`src/rtl/hd44780_update_scheduler.sv`:
```
// hd44780_update_scheduler
//
// Turns one-cycle event pulses from N_SRC sources into display-refresh
// requests for an HD44780 write sequencer. Each source is filtered by the
// enable mask of the current mode. Surviving events are merged into one
// pending set. A single request is raised and held until the driver accepts
// it. After acceptance, an optional hold-off interval must pass before the
// next request can be raised.
//
// Ports:
//   i_clk          system clock (all state on rising edge)
//   i_rst          synchronous active-high reset
//   i_src_pulse    [N_SRC] one-cycle event pulses, bit n = source n
//   i_mask_run     [N_SRC] source enables while i_wr = 0
//   i_mask_edit    [N_SRC] source enables while i_wr = 1
//   i_wr           mode select: 0 = run, 1 = edit
//   i_ena          driver accept strobe, only meaningful while a request is up
//   o_update_pulse request level, held until accepted
//   o_reason       [N_SRC] pending set captured when the request was issued
//   o_mode_chg     request was (also) caused by a change of i_wr
//   o_coalesce_cnt [8] saturating count of edges where an event hit a
//                  source that was already pending

module hd44780_update_scheduler #(
    parameter int N_SRC     = 4,
    parameter int HOLDOFF   = 16,
    parameter int HOLDOFF_W = 8
) (
    input  logic             i_clk,
    input  logic             i_rst,
    input  logic [N_SRC-1:0] i_src_pulse,
    input  logic [N_SRC-1:0] i_mask_run,
    input  logic [N_SRC-1:0] i_mask_edit,
    input  logic             i_wr,
    input  logic             i_ena,
    output logic             o_update_pulse,
    output logic [N_SRC-1:0] o_reason,
    output logic             o_mode_chg,
    output logic [7:0]       o_coalesce_cnt
);

    typedef enum logic [1:0] {
        S_IDLE = 2'd0,
        S_REQ  = 2'd1,
        S_HOLD = 2'd2
    } state_t;

    state_t               state_reg, state_next;
    logic [HOLDOFF_W-1:0] counter_reg, counter_next;
    logic [N_SRC-1:0]     pending_reg, pending_next;
    logic                 mode_chg_pend_reg, mode_chg_pend_next;
    logic                 wr_reg;
    logic [N_SRC-1:0]     reason_reg;
    logic                 mode_chg_reg;
    logic [7:0]           coal_cnt_reg;

    logic [N_SRC-1:0]     mask_eff;
    logic [N_SRC-1:0]     acc;
    logic [N_SRC-1:0]     issued;
    logic                 mode_changed;
    logic                 issue;
    logic                 coalesce_hit;

    // ------------------------------------------------------------------
    // Event filtering and pending-set bookkeeping
    // ------------------------------------------------------------------
    assign mask_eff     = i_wr ? i_mask_edit : i_mask_run;
    assign acc          = i_src_pulse & mask_eff;
    assign mode_changed = i_wr ^ wr_reg;
    assign issue        = (state_reg == S_IDLE) && (state_next == S_REQ);
    // Bits handed to the request on this edge leave the pending set; a fresh
    // event on the same bit re-arms it, so nothing is lost.
    assign issued       = issue ? pending_reg : '0;
    assign coalesce_hit = |(acc & pending_reg & ~issued);

    // On a mode change, stale pending bits that the new mode does not
    // enable are dropped rather than producing a spurious refresh later.
    generate
        for (genvar gi = 0; gi < N_SRC; gi++) begin : g_pending
            assign pending_next[gi] = (pending_reg[gi] & ~issued[gi]
                                       & (~mode_changed | mask_eff[gi]))
                                      | acc[gi];
        end
    endgenerate

    // A change arriving on the issuing edge belongs to the next request.
    assign mode_chg_pend_next = mode_changed | (mode_chg_pend_reg & ~issue);

    // ------------------------------------------------------------------
    // FSM: state register
    // ------------------------------------------------------------------
    always_ff @(posedge i_clk) begin
        if (i_rst) begin
            state_reg   <= S_IDLE;
            counter_reg <= '0;
        end else begin
            state_reg   <= state_next;
            counter_reg <= counter_next;
        end
    end

    // ------------------------------------------------------------------
    // FSM: next-state logic
    // ------------------------------------------------------------------
    always_comb begin
        state_next   = state_reg;
        counter_next = counter_reg;
        case (state_reg)
            S_IDLE: begin
                if ((pending_reg != '0) || mode_chg_pend_reg) begin
                    state_next = S_REQ;
                end
            end
            S_REQ: begin
                if (i_ena) begin
                    if (HOLDOFF == 0) begin
                        state_next = S_IDLE;
                    end else begin
                        state_next   = S_HOLD;
                        counter_next = HOLDOFF_W'(HOLDOFF);
                    end
                end
            end
            S_HOLD: begin
                // Counter runs down to zero, then one more edge to leave,
                // giving a low gap of HOLDOFF+2 cycles between requests.
                if (counter_reg == '0) begin
                    state_next = S_IDLE;
                end else begin
                    counter_next = counter_reg - HOLDOFF_W'(1);
                end
            end
            default: begin
                state_next = S_IDLE;
            end
        endcase
    end

    // ------------------------------------------------------------------
    // FSM: outputs
    // ------------------------------------------------------------------
    always_comb begin
        o_update_pulse = (state_reg == S_REQ);
        o_reason       = reason_reg;
        o_mode_chg     = mode_chg_reg;
        o_coalesce_cnt = coal_cnt_reg;
    end

    // ------------------------------------------------------------------
    // Datapath registers
    // ------------------------------------------------------------------
    always_ff @(posedge i_clk) begin
        if (i_rst) begin
            pending_reg       <= '0;
            mode_chg_pend_reg <= 1'b0;
            wr_reg            <= i_wr;
            reason_reg        <= '0;
            mode_chg_reg      <= 1'b0;
            coal_cnt_reg      <= '0;
        end else begin
            pending_reg       <= pending_next;
            mode_chg_pend_reg <= mode_chg_pend_next;
            wr_reg            <= i_wr;
            if (issue) begin
                reason_reg   <= pending_reg;
                mode_chg_reg <= mode_chg_pend_reg;
            end
            if (coalesce_hit && (coal_cnt_reg != 8'hFF)) begin
                coal_cnt_reg <= coal_cnt_reg + 8'd1;
            end
        end
    end

endmodule
```
`config.mk`:
```
export PLATFORM = sky130hd
export DESIGN_NAME = hd44780_update_scheduler
export DESIGN_NICKNAME = d
export VERILOG_FILES = /design/src/rtl/hd44780_update_scheduler.sv
export SDC_FILE = /design/constraint.sdc
export NUM_CORES = 1
export LEC_CHECK = 0
export CAP_MARGIN = 25
export CORE_MARGIN = 2
export CORE_UTILIZATION = 49
export DETAILED_ROUTE_END_ITERATION = 8
export PLACE_DENSITY = 0.77
export SYNTH_ARGS = -nofsm -noshare
export SYNTH_HDL_FRONTEND = slang
export SYNTH_SLANG_ARGS = --single-unit
```
`constraint.sdc`:
```
create_clock -name i_clk -period 2.2 [get_ports i_clk]
set_input_delay 0.22 -clock i_clk [delete_from_list [all_inputs] [get_ports i_clk]]
set_output_delay 0.22 -clock i_clk [all_outputs]
set_load 0.01 [all_outputs]
```
==> results of run 1 <==
## routing by layer
layer	share of wire (%)	wire [µm]
met5	0	0
met3	4.5	134
met2	48	1440
met4	1.5	45
met1	46	1370
## power groups by stage
stage / Sequential (mW) / Clock [mW] / Combinational (mW)
after floorplan: 0.609 / 0 / 0.181
after global placement: 0.612 / 0 / 0.275
after detailed placement: 0.613 / 0 / 0.283
after CTS: 0.602 / 0.468 / 0.285
after global routing: 0.609 / 0.493 / 0.314
final: 0.603 / 0.456 / 0.284
## logic make-up after synthesis
group           after synthesis  share of synthesized area, %
fa+ha+maj                     3                          2.72
flops                        29                          42.0
xor+xnor                      8                          5.07
buf+inv                      10                          3.35
mux                           6                          4.71
compound gates               38                          18.9
simple gates                 62                          23.3
## stage by stage
| stage | TNS, ps | util (%) |
|---|---|---|
| floorplan | 0 | - |
| global placement | -407 | 64.1 |
| detailed placement | -640 | 64.1 |
| CTS | 0 | 67.3 |
| global route | 0 | 67.3 |
| finish | 0 | 67.3 |
## worst max-delay path, stage by stage
cell	delay (ps)
clkdlybuf4s50_1	590
mux2_2	380
a32o_1	290
o311ai_4	320
buf_12	170
mux2i_1	170
nor2_1	50
## cell type report
| type | instances | area (µm²) | share of cell area, % |
|---|---|---|---|
| Clock buffer | 7 | 55.1 | 3.02 |
| Clock inverter | 1 | 30.0 | 1.65 |
| Inverter | 4 | 15.0 | 0.824 |
| Multi-Input combinational cell | 117 | 756 | 41.5 |
| Sequential cell | 29 | 581 | 31.8 |
| Tap cell | 31 | 38.8 | 2.13 |
| Timing Repair Buffer | 35 | 348 | 19.1 |
## synthesized netlist by cell type
| cell type | n | share of area [%] |
|---|---|---|
| dfxtp_1 | 29 | 42 |
| nor2_1 | 20 | 5.4 |
| a21oi_1 | 17 | 6.2 |
| nand2_1 | 11 | 3.0 |
| o21ai_0 | 7 | 2.5 |
| xor2_1 | 6 | 3.8 |
| nand3_1 | 5 | 1.8 |
| inv_1 | 4 | 1.1 |
| mux2_2 | 4 | 3.3 |
| or3_1 | 4 | 1.8 |
| clkbuf_1 | 3 | 0.81 |
| ha_1 | 3 | 2.7 |
| o211ai_1 | 3 | 1.6 |
| a22oi_1 | 2 | 1.1 |
| and3_1 | 2 | 0.90 |
| and4_1 | 2 | 1.3 |
| mux2i_1 | 2 | 1.4 |
| nand2b_1 | 2 | 0.90 |
| nand4_1 | 2 | 0.90 |
| nor3_1 | 2 | 0.72 |
| nor4_1 | 2 | 0.90 |
| or2_2 | 2 | 0.90 |
| xnor2_1 | 2 | 1.3 |
| a31oi_1 | 1 | 0.45 |
| a32o_1 | 1 | 0.72 |
| a32oi_1 | 1 | 0.63 |
| and2_1 | 1 | 0.45 |
| and3b_1 | 1 | 0.63 |
| buf_1 | 1 | 0.27 |
| buf_2 | 1 | 0.36 |
| buf_6 | 1 | 0.81 |
| nand4b_1 | 1 | 0.63 |
| nor2b_1 | 1 | 0.45 |
| nor3b_1 | 1 | 0.54 |
| nor4b_1 | 1 | 0.63 |
| o21ai_4 | 1 | 1.2 |
| o21ba_2 | 1 | 0.72 |
| o21bai_1 | 1 | 0.54 |
| o311ai_4 | 1 | 1.9 |
| o31a_2 | 1 | 0.72 |
| o41ai_1 | 1 | 0.63 |
| or3_2 | 1 | 0.54 |
| or4_4 | 1 | 0.81 |
## worst paths after layout
path | from | end
max reg2reg | pending_reg[1] | o_coalesce_cnt[2]
max | i_wr | o_coalesce_cnt[1]
min | o_reason[0] | o_reason[0]
min reg2reg | o_reason[0] | o_reason[0]
==> results.txt, run 1 <==
Hold Violations, Final: 0
Max IR drop VDD: 0.754 mV
GRT Util Overall: 19.8%
Die area: 0.00326 mm²
Grt met2 use: 33.3%
Placed cells: 216
Core Region: 0.00271 mm²
I/O Buffers: 29
Clock latency on the worst-skew pair: 320 ps
Register area share after synthesis: 42.0%
Clock Skew: 11.3 ps
Mapped Cells: 156
CTS H-tree depth: 2
CTS tree: yes
Worst-path clk slew: 100 ps
Die Height: 57.1 µm
Synth cell types: 43
RSZ-0062 raised after global routing: no
Outcome: complete, no violations
Clock Power Share: 34.0%
Synth Cell Area: 0.00138 mm²
Sw Ratio: 27.2%
Final wirelength: 2990 µm
Area after DPL: 0.00174 mm²
Number of global-route vias before repair: 1212
GR peak layer: met2
Ys Warns: 0
Nets: 211
Global-route wire length before repair: 5070 µm
CP arrival: 2190 ps
Post-cts hold buffer count: 0
Initial Utilization: 51.0%
Fin crit period: 1990 ps
Finished Cell Area: 0.00182 mm²
CTS buffer count: 5
Worst setup SP type: input port
CTS root buf: clkbuf_4
Wire length per cell: 13.4 µm
Critical path class: in -> reg
Min-Delay Path Class: reg -> reg
Layout cells sized above 1: 13.0%
Slew Limit Headroom: 62.9%
Met3 Usage GRT: 5.22%
Commonest cells after routing, fill and taps aside: 29 x dfxtp_1, 29 x clkdlybuf4s50_1, 20 x nor2_1, 17 x a21oi_1, 11 x nand2_1
Fin cells: 224
FMAX: 0.503 GHz
Synthesized flop and latch total: 29
Detailed Place HPWL: 2210 µm
Synth-to-layout area growth: 31.9%
Worst Max-Slew Pin Slew: 549 ps
Max Cap Viol: 0
Worst Hold Depth: 2
CTS max path bufs: 2
Die width: 57.1 µm
Placer Congestion: 0.957
Hold Slack: 462 ps
TritonRoute pass-1 iters: 4
Syn Area/Cell: 8.86 µm²
CP max FO: 14
Rows: 19
Leakage power: 0.680 nW
Layout fillers: 233
FF-to-FF setup slack: 240 ps
Global route overflow: 0
Iteration-0 DRC Markers: 37
Post-cts sizing count: 0
Final worst-path setup slack: 211 ps
Logic pwr share: 21.1%
Slew Limit Fails: 0
Crit path required time: 2400 ps
# setup viols final: 0
Inserted Diodes: 0
P_sw: 0.365 mW
Final period util: 90.4%
# DRC: 0
Initial antenna violation count: 0
Vias post-DR: 1245
P_int: 0.978 mW
Largest net degree at the start of global routing: 15
Total power: 1.34 mW
Post-place setup slack: -134 ps
CP Capture Type: register
# IOs: 30
Setup Fix Bufs, Post-CTS: 0
PD cells: 737 mW/mm²
Power share of the sequential group: 44.9%
Worst reg2reg path depth: 6
Antenna-violating nets left: 0
Grt met1 use: 23.6%
DR vias/cell: 5.56
Mapped Nets: 175
CTS sink cnt: 29
Power figures use the tool's default switching activity.
==> inputs of run 2 (changes only) <==
- CTS_CLUSTER_SIZE: default -> 30
==> results of run 2 <==
Final layout, timing and power as in run 1 (identical DEF).
